--- config.mk ---
export PLATFORM = sky130hd
export DESIGN_NAME = wca_reg_core
export DESIGN_NICKNAME = d
export VERILOG_FILES = /design/src/rtl/wca_reg_core.sv
export SDC_FILE = /design/constraint.sdc
export NUM_CORES = 1
export LEC_CHECK = 0
export BUFFER_PORTS_ARGS = -buffer_cell sky130_fd_sc_hd__buf_2
export CAP_MARGIN = 20
export CORE_UTILIZATION = 36
export CTS_BUF_LIST = sky130_fd_sc_hd__clkbuf_8 sky130_fd_sc_hd__clkbuf_16
export DETAILED_ROUTE_END_ITERATION = 10
export GPL_ROUTABILITY_DRIVEN = 0
export GPL_TIMING_DRIVEN = 0
export HOLD_SLACK_MARGIN = 0.05
export PLACE_DENSITY = 0.72
export RECOVER_POWER = 25
export SYNTH_ARGS = -nofsm -noshare
export SYNTH_HDL_FRONTEND = slang
export SYNTH_SLANG_ARGS = --single-unit
--- constraint.sdc ---
create_clock -name Clock -period 1.2 [get_ports Clock]
set_input_delay 0.12 -clock Clock [delete_from_list [all_inputs] [get_ports Clock]]
set_output_delay 0.12 -clock Clock [all_outputs]
set_load 0.1 [all_outputs]
--- src/rtl/wca_reg_core.sv ---
// Configurable-width control/status register: byte-lane writes, per-bit RW / W1C / self-clearing
// modes, optional double-buffered commit of RW bits, and a registered change-detect pulse.
module wca_reg_core #(
  parameter int               WIDTH     = 8,
  parameter logic [WIDTH-1:0] RESET_VAL = '0,
  parameter logic [WIDTH-1:0] W1C_MASK  = '0,
  parameter logic [WIDTH-1:0] SC_MASK   = '0,
  parameter bit               DBUF      = 1'b0
) (
  input  logic                       Clock,
  input  logic                       Aclr,
  input  logic [WIDTH-1:0]           Data,
  input  logic                       Enable,
  input  logic [(WIDTH+7)/8-1:0]     ByteEn,
  input  logic [WIDTH-1:0]           HwSet,
  input  logic                       Commit,
  output logic [WIDTH-1:0]           Q,
  output logic [WIDTH-1:0]           Stage,
  output logic                       Pending,
  output logic                       Changed
);

  // Overlapping W1C/SC bits behave as W1C, so SC only owns what W1C does not claim.
  localparam logic [WIDTH-1:0] W1C_BITS = W1C_MASK;
  localparam logic [WIDTH-1:0] SC_BITS  = SC_MASK & ~W1C_MASK;
  localparam logic [WIDTH-1:0] RW_BITS  = ~(W1C_BITS | SC_BITS);
  localparam logic [WIDTH-1:0] RST_VAL  = RESET_VAL & ~SC_MASK;

  logic [WIDTH-1:0] wr_mask;
  logic [WIDTH-1:0] stage_d, stage_q;
  logic [WIDTH-1:0] q_d, q_q;
  logic [WIDTH-1:0] rw_next, w1c_next, sc_next;
  logic             pending_d, pending_q;
  logic             changed_d, changed_q;

  always_comb begin
    wr_mask = '0;
    for (int i = 0; i < WIDTH; i++) begin
      wr_mask[i] = Enable & ByteEn[i/8];
    end

    stage_d  = (stage_q & ~wr_mask) | (Data & wr_mask);
    rw_next  = DBUF ? (Commit ? stage_d : q_q) : stage_d;
    // Hardware set is ORed in last so it wins over a same-cycle host clear.
    w1c_next = (q_q & ~(wr_mask & Data)) | HwSet;
    sc_next  = wr_mask & Data;

    q_d       = (rw_next & RW_BITS) | (w1c_next & W1C_BITS) | (sc_next & SC_BITS);
    pending_d = DBUF && !Commit && (pending_q || (|(wr_mask & RW_BITS)));
    changed_d = (q_d != q_q);
  end

  always_ff @(posedge Clock) begin
    if (Aclr) begin
      stage_q   <= RST_VAL;
      q_q       <= RST_VAL;
      pending_q <= 1'b0;
      changed_q <= 1'b0;
    end else begin
      stage_q   <= stage_d;
      q_q       <= q_d;
      pending_q <= pending_d;
      changed_q <= changed_d;
    end
  end

  always_ff @(posedge Clock) begin
    if (!Aclr) begin
      assert ((W1C_MASK & SC_MASK) == '0)
        else $error("wca_reg_core: W1C_MASK and SC_MASK overlap");
    end
  end

  assign Q       = q_q;
  assign Stage   = DBUF ? ((stage_q & RW_BITS) | (q_q & ~RW_BITS)) : q_q;
  assign Pending = pending_q;
  assign Changed = changed_q;

endmodule

==> flow_metrics.py <==
metrics = {
    "outcome": {
        "outcome": "finished, final reports clean",
    },
    "global_route": {
        "grt_first_pass_wirelength_mm": 1.587,
        "maximum_number_of_pins_on_one_net_before_global_route_repair": 10,
        "global_route.overflow_total": 0,
        "track_usage_pct": 16.36,
        "number_of_global_route_vias_before_repair": 397,
        "initial_antenna_violation_count": 0,
    },
    "place": {
        "place_ws_ns": 0.2048,
        "dpl_cell_area_um2": 624.3,
        "port_buffers": 25,
        "placedCellCount": 97,
    },
    "sta": {
        "setup_viol": 0,
        "final.min_clock_period_ns": 1.138,
        "timing.fmax_ghz": 0.8787,
        "timing_hold_violations_final": 0,
        "final.period_utilization_pct": 94.84,
        "grt_setup_unrepaired": "false",
        "final_max_slew_viol_count": 0,
        "skew_ns": 0.001425,
        "worst_setup_margin_ns": 0.06196,
    },
    "final_layout": {
        "antenna_cells_inserted": 0,
        "layout.nets": 109,
        "layout_commonest_cell": "buf_2",
        "fill_cells": 107,
        "final_cells": 101,
        "design_area_um2": 689.4,
        "final_layout_size_suffix_gt1_share_pct": 55.17,
        "syn_to_final_growth_pct": 46.15,
        "mostFrequentLayoutCells": "buf_2, buf_4",
    },
    "synth": {
        "post_synth_top_area_share_pct": 38.20,
        "seq_total_area_yosys_pct": 38.20,
        "synthesis.instances": 58,
        "postSynthRegisterBits": 9,
        "post_synth_net_total": 79,
        "postSynthAreaPerCell_um2": 8.133,
        "synth_area_leaders": "dfxtp_1, xor2_1, buf_4",
        "synth.largest_area_cell": "dfxtp_1",
        "post_synth_num_cell_types": 12,
        "synthesis.yosys.warnings": 0,
        "post_synth_instance_area_um2": 471.7,
    },
    "drt": {
        "route.detailed.drc": 0,
        "wl_per_cell_um": 10.57,
        "vias_per_cell": 4.693,
        "drt.antenna.violating_nets": 0,
        "vias": 474,
        "drtPass1Iterations": 2,
        "dr.first_iter.drc_count": 5,
        "totalWireLength_mm": 1.068,
    },
    "pwr": {
        "power.switching_fraction_pct": 38.79,
        "power.clock.fraction_pct": 34.2,
        "p_total_uw": 999.7,
        "total_leakage_power_uw": 0.0003607,
        "switchingPower_uw": 387.8,
        "power_frac_comb_pct": 32.8,
        "pwr-share-seq_pct": 33.0,
        "cell_internal_pwr_uw": 611.9,
        "power.ir.vdd_worst_mv": 0.5919,
        "power_density_mw_per_mm2": 1450,
    },
    "floorplan": {
        "top_level_ports": 39,
        "initial_utilization_pct": 40.80,
        "dieWidth_um": 38.20,
        "floorplan.die_area_mm2": 0.001459,
        "fp.coreArea_mm2": 0.001156,
        "die_height_um": 38.20,
        "rows": 12,
    },
    "clocking": {
        "root_buffer": "clkbuf_8",
        "cts_max_path_buffers": 2,
        "clk_transition_reported_paths_ns": 0.05,
        "postCtsHoldBufs": 0,
        "tritoncts": "yes",
        "cts.sink_count": 9,
        "insertion_delay_ns": 0.23,
        "cts-htree-levels": 1,
        "cts-buffers-inserted": 3,
    },
    "worst_setup_path": {
        "rr_startpoint": "stage_q[5]$_SDFF_PP0_",
        "endpoint_kind": "primary output",
        "arrival_ns": 1.02,
        "delay_heaviest_family_cp": "buffers and inverters",
        "crit_path_slowest_cell": "buf_2",
        "start_kind": "flip-flop",
        "crit_start": "stage_q[1]$_SDFF_PP0_",
        "timing.critical_path.cells": "buf_2",
        "critical_path.max_stage_delay_ns": 0.43,
        "required_ns": 1.08,
        "timing_worst_setup_path_type": "flip-flop to primary output",
        "cp.buffers_inverters": 1,
        "cp_max_fo": 4,
    },
    "flow_run": {
        "max_cap_violations": 0,
    },
    "worst_hold_path": {
        "timing.hold.worst.class": "input port to flip-flop",
        "hold_path.startpoint": "Data[2]",
    },
}
worst paths after layout:
check / depth (start not counted) / to / slack, ns
worst max register to register: 3 / Changed$_SDFF_PP0_ / 0.21
worst min-delay path: 3 / stage_q[2]$_SDFF_PP0_ / 0.17
worst min register to register: 2 / stage_q[5]$_SDFF_PP0_ / 0.47
worst max-delay path: 1 / Q[1] / 0.06
cells in the mapped netlist (all sizes together):
master and number:
a211oi 1, dfxtp 9, xor2 8, nand2 9, buf 12, nor4 2
a21oi 8, nand3 8, conb 1
worst register-to-register path, delay by kind of cell, from the launching register on:
kind / cells / cell delay (ns)
flip-flops: 1 / 0.33
AND/OR/NAND/NOR: 1 / 0.28
XOR/XNOR: 1 / 0.14
AO/OA/AOI/OAI: 1 / 0.11
through the flow:
| stage | hold WS (ns) | setup TNS, ns | util, % |
|---|---|---|---|
| after floorplan | 0.2734 | -0.08081 | - |
| after global placement | 0.3993 | 0 | 54.00 |
| after detailed placement | 0.4061 | 0 | 54.00 |
| after CTS | 0.1657 | 0 | 59.63 |
| after global routing | 0.1761 | 0 | 59.63 |
| final | 0.1672 | 0 | 59.63 |
registers in the layout, indices dropped and copies added, names as in the netlist:
| register | flops |
|---|---|
| stage_q | 8 |
| Changed | 1 |
power by group through the flow:
stage                     combinational (µW)  clock, µW  sequential (µW)
after global placement                   319          0              334
after detailed placement                 320          0              335
final                                    328        342              329
after floorplan                          170          0              433
after global routing                     342        357              332
after CTS                                329        350              330
layout make-up:
cell class                      instances  area, µm²  area share, %
Clock buffer                            3      41.29          5.989
Tap cell                               14      17.52          2.541
Multi-Input combinational cell         37      210.2          30.49
Clock inverter                          1      3.754         0.5445
Buffer                                 12      81.33          11.80
Sequential cell                         9      190.2          27.59
Timing Repair Buffer                   25      145.1          21.05
layer usage:
| layer | routed length, µm | GRT usage [%] | vias up | share of wire [%] |
|---|---|---|---|---|
| met1 | 451 | 17.92 | 211 | 42 |
| met2 | 521 | 26.69 | 19 | 49 |
| met3 | 66 | 3.488 | 4 | 6.2 |
| met5 | 0 | 0 | - | 0 |
| met4 | 29 | 13.39 | 0 | 2.7 |
| li1 | - | - | 240 | - |
cell families (layout without fill, tap and decap cells):
| kind of cell | Yosys count | after routing | share of synthesized area (%) |
|---|---|---|---|
| AND/OR/NAND/NOR | 19 | 19 | 18.83 |
| buffers and inverters | 12 | 41 | 17.24 |
| AO/OA/AOI/OAI | 9 | 9 | 10.08 |
| flip-flops | 9 | 9 | 38.20 |
| XOR/XNOR | 8 | 8 | 14.85 |
| other | 1 | 1 | 0.7950 |
timing repair:
item                                    in CTS  in global routing
gates resized for setup                      8                  0
endpoints found under the setup margin       8                  0
buffers inserted                             0                  0
No activity file was read; power rests on OpenSTA's default activity.
